$ cat src/rtl/alu_mc.sv
// ---------------------------------------------------------------------------
// alu_mc : multi-cycle ALU for the EX stage of the CPU datapath.
//
// Single-cycle operations finish one cycle after start. These are add, sub,
// and, or, srl, sra, sll and slt, plus any unused opcode, which yields zero.
// multu (shift-add) and divu (restoring) each take one step per cycle for
// WIDTH cycles, with busy held high. All results are registered.
//
// Handshake (valid/ready):
//   start is the request. It is accepted on a rising edge only while busy=0.
//   ALUOp, A and B are captured on the same edge. While busy=1, start and the
//   operand inputs are ignored, and a request in that window is lost (it is
//   not queued). done pulses for exactly one cycle when C/HI/dz update. A new
//   start may be given in the same cycle that done is high.
//
// Ports:
//   clk    in   rising-edge clock
//   reset  in   asynchronous active-high reset
//   start  in   operation request
//   ALUOp  in   4-bit operation code
//   A, B   in   WIDTH-bit operands
//   C      out  main result (low product / quotient)
//   HI     out  high product / remainder, 0 for single-cycle ops
//   busy   out  multiply/divide in progress
//   done   out  one-cycle completion pulse
//   dz     out  divide-by-zero flag of the last completed op
// ---------------------------------------------------------------------------
module alu_mc #(
  parameter int WIDTH = 32
) (
  input  logic             clk,
  input  logic             reset,
  input  logic             start,
  input  logic [3:0]       ALUOp,
  input  logic [WIDTH-1:0] A,
  input  logic [WIDTH-1:0] B,
  output logic [WIDTH-1:0] C,
  output logic [WIDTH-1:0] HI,
  output logic             busy,
  output logic             done,
  output logic             dz
);

  localparam int SHW = $clog2(WIDTH);

  // Operation codes
  localparam logic [3:0] OP_ADD   = 4'b0000;
  localparam logic [3:0] OP_SUB   = 4'b0001;
  localparam logic [3:0] OP_AND   = 4'b0010;
  localparam logic [3:0] OP_OR    = 4'b0011;
  localparam logic [3:0] OP_SRL   = 4'b0100;
  localparam logic [3:0] OP_SRA   = 4'b0101;
  localparam logic [3:0] OP_SLL   = 4'b0110;
  localparam logic [3:0] OP_SLT   = 4'b0111;
  localparam logic [3:0] OP_MULTU = 4'b1000;
  localparam logic [3:0] OP_DIVU  = 4'b1001;

  // FSM states
  localparam logic [0:0] S_IDLE = 1'b0;
  localparam logic [0:0] S_RUN  = 1'b1;

  localparam logic [SHW:0] CNT_INIT = (SHW+1)'(WIDTH);
  localparam logic [SHW:0] CNT_LAST = (SHW+1)'(1);

  // FSM state. Kept as a named register so checkers can bind to it.
  logic [0:0]       state;
  logic [SHW:0]     cnt;      // iteration steps still to run
  logic             is_div;   // latched op: 1 = divu, 0 = multu
  logic [WIDTH-1:0] opnd;     // multiplicand (multu) or divisor (divu)
  logic [WIDTH-1:0] acc;      // partial product high / partial remainder
  logic [WIDTH-1:0] qr;       // multiplier bits / dividend-quotient bits

  // ------------------------------------------------------------------
  // Single-cycle result
  // ------------------------------------------------------------------
  logic [SHW-1:0]   shamt;
  logic [WIDTH-1:0] sc_c;

  assign shamt = B[SHW-1:0];

  always_comb begin
    sc_c = '0;
    case (ALUOp)
      OP_ADD: sc_c = A + B;
      OP_SUB: sc_c = A - B;
      OP_AND: sc_c = A & B;
      OP_OR:  sc_c = A | B;
      OP_SRL: sc_c = A >> shamt;
      OP_SRA: sc_c = $unsigned($signed(A) >>> shamt);
      OP_SLL: sc_c = A << shamt;
      OP_SLT: sc_c = {{(WIDTH-1){1'b0}}, ($signed(A) < $signed(B))};
      default: sc_c = '0;
    endcase
  end

  // ------------------------------------------------------------------
  // One iteration step of the multiplier and the divider
  // ------------------------------------------------------------------
  // Multiply: add the multiplicand into the high half when the current
  // multiplier LSB is set, then shift the {acc, qr} pair right by one.
  // After WIDTH steps, {acc, qr} holds the 2*WIDTH-bit product.
  logic [WIDTH:0]   mul_sum;
  logic [WIDTH-1:0] mul_hi;
  logic [WIDTH-1:0] mul_lo;

  assign mul_sum = {1'b0, acc} + (qr[0] ? {1'b0, opnd} : '0);
  assign mul_hi  = mul_sum[WIDTH:1];
  assign mul_lo  = {mul_sum[0], qr[WIDTH-1:1]};

  // Divide: shift the next dividend bit into the remainder, then try to
  // subtract the divisor. The remainder stays below the divisor, so the
  // shifted value fits in WIDTH+1 bits and the top bit of the difference
  // is a reliable borrow. With divisor 0 the subtraction always succeeds,
  // which gives quotient all-ones and remainder equal to the dividend.
  logic [WIDTH:0]   div_shift;
  logic [WIDTH:0]   div_diff;
  logic             div_ok;
  logic [WIDTH-1:0] div_hi;
  logic [WIDTH-1:0] div_lo;

  assign div_shift = {acc, qr[WIDTH-1]};
  assign div_diff  = div_shift - {1'b0, opnd};
  assign div_ok    = ~div_diff[WIDTH];
  assign div_hi    = div_ok ? div_diff[WIDTH-1:0] : div_shift[WIDTH-1:0];
  assign div_lo    = {qr[WIDTH-2:0], div_ok};

  logic [WIDTH-1:0] step_hi;
  logic [WIDTH-1:0] step_lo;

  assign step_hi = is_div ? div_hi : mul_hi;
  assign step_lo = is_div ? div_lo : mul_lo;

  // ------------------------------------------------------------------
  // Control FSM and registered outputs
  // ------------------------------------------------------------------
  always_ff @(posedge clk or posedge reset) begin
    if (reset) begin
      state  <= S_IDLE;
      cnt    <= '0;
      is_div <= 1'b0;
      opnd   <= '0;
      acc    <= '0;
      qr     <= '0;
      C      <= '0;
      HI     <= '0;
      dz     <= 1'b0;
      done   <= 1'b0;
    end else begin
      done <= 1'b0;
      case (state)
        S_IDLE: begin
          if (start) begin
            if (ALUOp == OP_MULTU || ALUOp == OP_DIVU) begin
              is_div <= (ALUOp == OP_DIVU);
              // Multiply iterates over B's bits; divide iterates over A's.
              opnd   <= (ALUOp == OP_DIVU) ? B : A;
              qr     <= (ALUOp == OP_DIVU) ? A : B;
              acc    <= '0;
              cnt    <= CNT_INIT;
              state  <= S_RUN;
            end else begin
              C    <= sc_c;
              HI   <= '0;
              dz   <= 1'b0;
              done <= 1'b1;
            end
          end
        end
        S_RUN: begin
          acc <= step_hi;
          qr  <= step_lo;
          cnt <= cnt - CNT_LAST;
          if (cnt == CNT_LAST) begin
            // Last step: publish directly from the step logic so the
            // result appears in the same cycle that busy drops.
            C     <= step_lo;
            HI    <= step_hi;
            dz    <= is_div && (opnd == '0);
            done  <= 1'b1;
            state <= S_IDLE;
          end
        end
        default: state <= S_IDLE;
      endcase
    end
  end

  assign busy = (state == S_RUN);

endmodule
$ cat config.mk
export PLATFORM = sky130hd
export DESIGN_NAME = alu_mc
export DESIGN_NICKNAME = d
export VERILOG_FILES = /design/src/rtl/alu_mc.sv
export SDC_FILE = /design/constraint.sdc
export NUM_CORES = 1
export LEC_CHECK = 0
export BUFFER_PORTS_ARGS = -buffer_cell sky130_fd_sc_hd__buf_4
export CORE_ASPECT_RATIO = 0.9
export CORE_MARGIN = 1
export CORE_UTILIZATION = 45
export CTS_BUF_LIST = sky130_fd_sc_hd__clkbuf_8 sky130_fd_sc_hd__clkbuf_16
export DETAILED_ROUTE_END_ITERATION = 6
export GPL_TIMING_DRIVEN = 0
export PLACE_DENSITY = 0.64
export SETUP_SLACK_MARGIN = 0.02
export SLEW_MARGIN = 20
export SYNTH_ARGS = -nofsm -noshare
export SYNTH_HDL_FRONTEND = slang
export SYNTH_SLANG_ARGS = --single-unit
$ cat constraint.sdc
create_clock -name clk -period 10.9 [get_ports clk]
set_input_delay 0.545 -clock clk [delete_from_list [all_inputs] [get_ports clk]]
set_output_delay 0.545 -clock clk [all_outputs]
set_load 0.01 [all_outputs]
==> parameters.txt <==
Parameter                              Value

Yosys
  Most frequent cell after synthesis ... nand2_1
  Synthesized net count ... 2941
  Post-Synthesis Mean Instance Area ... 7.57 sq um
  Instance count of the mapped netlist ... 2686
  Top post-synthesis cells by count ... nand2_1 (330), a21oi_1 (254), nor2_1 (227), o21ai_0 (201), ha_1 (180)
  Number of warnings printed during yosys synthesis ... 0
  Async S/R FF share, synth ... 1.00
  Number of enable-type register cells in the synthesized netlist ... 0
  Leading register cell type out of synthesis ... dfrtp_1
  Library cell occupying the most area in the post-synthesis netlist ... dfrtp_1
  Area of the mapped netlist ... 0.0203 sq mm
  Cells taking the most area after synthesis ... dfrtp_1 (21%), ha_1 (11%), a21oi_1 (6.2%)
  Register area share after synthesis ... 0.209
  Fraction of synthesized cell area taken by the top area cell type ... 0.209
  Distinct cell type count after synthesis ... 88
  Yosys reg bits ... 170

STA
  Max-slew violation count ... 0
  Aggregate negative setup slack ... 0 ns
  Tightest Pin Transition ... 1.14 ns
  Final-layout worst hold slack ... 0.111 ns
  Number of failing setup endpoints in the final timing report ... 0
  Max Freq ... 0.190 GHz
  Rel. slew slack ... 0.235
  Setup repair after global routing missed its margin ... no
  Final period utilization ... 0.482
  Clock period minus final worst setup slack ... 5.26 ns
  Number of failing hold endpoints at the final stage ... 0
  Final setup skew ... 0.0211 ns

Cells and area
  Nets@finish ... 3098
  Area taken by flip-flops and latches ... 0.00425 sq mm
  Layout cell share with drive strength beyond 1 ... 0.102
  Antenna fix cells ... 0
  Area of the multi-input gates ... 0.0147 sq mm
  Area Overhead vs Synth ... 11.9%
  Count of filler cells inserted in the layout ... 4445

Drt
  Number of violations reported at the end of detailed-routing iteration 0 ... 3161
  Number of detailed-route iterations in the first pass ... 6
  Routed vias ... 23.3k
  Final antenna-violating net count ... 0
  Post-route DRC ... 0
  Routed wirelength normalized by instance count ... 30.7 um
  Routed wire length ... 106 mm
  Number of vias per cell after detailed routing ... 6.74

Status
  Result of the run ... completed

Power and ir drop
  Power per cell area ... 273 mW/mm^2
  Power Total ... 6.22 mW
  Max rail drop VDD ... 0.197 mV
  Static leakage ... 10.3 nW

Global route
  Vias in the first global route ... 22.0k
  Largest net degree at the start of global routing ... 104
  Total congestion overflow ... 0
  GRT Util Overall ... 0.458
  Wire length of the first global-routing pass ... 152 mm
  Antenna violations before repair ... 2

Floorplanning
  Die Span X ... 226 um
  Die footprint ... 0.0461 sq mm
  Chip height ... 204 um
  Placeable core region ... 0.0444 sq mm
  Number of rows created at floorplan ... 73
  Starting Density ... 0.458
  I/O pin total ... 138

Clock network
  CTS sink cnt ... 170
  Hold buffers post-CTS ... 0
  Later-pin clock latency in the skew report ... 0.48 ns
  Setup Fix Bufs, Post-CTS ... 0
  Depth of the CTS H-tree ... 4
  Total clock buffers created by CTS ... 17
  Clock Path Buffers ... 2
  TritonCTS clock tree ... yes
  Cts repair resizes ... 0
  Clock-pin slew on the worst setup and hold paths ... 0.08 ns
  Master cell of the clock root buffer ... clkbuf_16

Place
  DPL Wire Length ... 84.6 mm
  Number of I/O port buffers ... 136
  Placer Congestion ... 1.06

Setup path
  Data arrival time of the critical path ... 5.61 ns
  Crit path kind ... primary input to flip-flop
  Element type at the critical path start ... primary input
  Worst-case register-to-register setup slack ... 6.27 ns
  Critical path data required time ... 11.26 ns
  Kind of end point of the critical path ... flip-flop
  Crit Path Max Fanout ... 11

Job
  MaxCap Viol Count ... 0

Min path
  Hold WC Path Type ... primary input to async pin
-- report_power, final --
part,internal (mW),switching [mW],total [mW]
Clock,0.348,0.315,0.663
Sequential,0.938,0.310,1.25
Combinational,1.61,2.71,4.31
Total,2.89,3.33,6.22
-- layout by cell type (no fill, tap or decap), types with 20 or more instances in the layout --
master and count:
a21o_1 66, o21bai_1 23, xnor2_1 54, xor2_1 29
o21ai_1 26, clkbuf_1 129, and2_1 41, buf_2 23
buf_4 140, o211ai_1 49, nor3_1 37, buf_1 25
nand2b_1 24, o21a_1 20, mux2i_1 113, nand3_1 45
a211oi_1 55, mux2_2 33, dfrtp_1 170, o31ai_1 21
o21ai_0 201, nand4_1 22, nand2_1 330, nor2b_1 22
a21oi_1 254, mux4_2 26, a31oi_1 41, nor2_1 227
ha_1 180, inv_1 154
-- flip-flops by register name (all words and copies together) (netlist names), 6 cells and up --
| register | count |
|---|---|
| HI | 32 |
| cnt | 6 |
| qr | 32 |
| opnd | 32 |
| acc | 32 |
| C | 32 |
-- per-layer routing --
layer | part of all wire | global-route usage
met1 | 0.40 | 0.607
met2 | 0.41 | 0.668
met3 | 0.12 | 0.111
met4 | 0.069 | 0.277
met5 | 0.00013 | 0.00538
-- path summary, 6_finish.rpt --
check,start,endpoint,depth (start not counted)
worst max-delay path,B[2],C[0]$_DFFE_PP0P_,16
max in group asynchronous,reset,qr[27]$_DFFE_PP0P_,3
min in group clk,B[27],opnd[27]$_DFFE_PP0P_,3
worst min-delay path,reset,HI[4]$_DFFE_PP0P_,2
worst min register to register,C[10]$_DFFE_PP0P_,C[10]$_DFFE_PP0P_,1
worst max register to register,qr[31]$_DFFE_PP0P_,HI[12]$_DFFE_PP0P_,14
-- stage by stage --
stage | worst slack, ns | util | instances | instance area [sq um]
finish | 5.64 | 0.513 | 3456 | 22800
global route | 5.48 | 0.513 | 3456 | 22800
CTS | 5.85 | 0.513 | 3456 | 22800
detailed placement | 5.37 | 0.499 | 3424 | 22200
global placement | 3.67 | 0.498 | 3422 | 22100
floorplan | 5.75 | - | 2686 | 20300
-- logic make-up after synthesis --
logic type / after synthesis / synth area share
buf+inv: 344 / 0.0667
flops: 170 / 0.209
simple gates: 815 / 0.180
compound gates: 916 / 0.290
fa+ha+maj: 184 / 0.115
xor+xnor: 84 / 0.0365
mux: 173 / 0.103
-- area by class of cell --
type,instances,share of cell area
Multi-Input combinational cell,2172,0.647
Sequential cell,170,0.187
Timing Repair Buffer,138,0.0465
Buffer,184,0.0333
Tap cell,600,0.0330
Inverter,160,0.0267
Clock buffer,17,0.0187
Clock inverter,15,0.00786
-- worst max-delay path: stages --
cell and delay [ns]:
buf_4 0.14, inv_1 0.26, clkbuf_1 0.47, buf_1 0.62, buf_2 0.45, ha_1 0.39
o21bai_1 0.17, a21oi_1 0.14, o31ai_4 0.27, nand3_1 0.18, a211o_1 0.37, a311oi_4 0.35
a31oi_1 0.25, o21ai_0 0.45, a21oi_1 0.29, o22a_1 0.24
No activity file was read; power rests on OpenSTA's default activity.
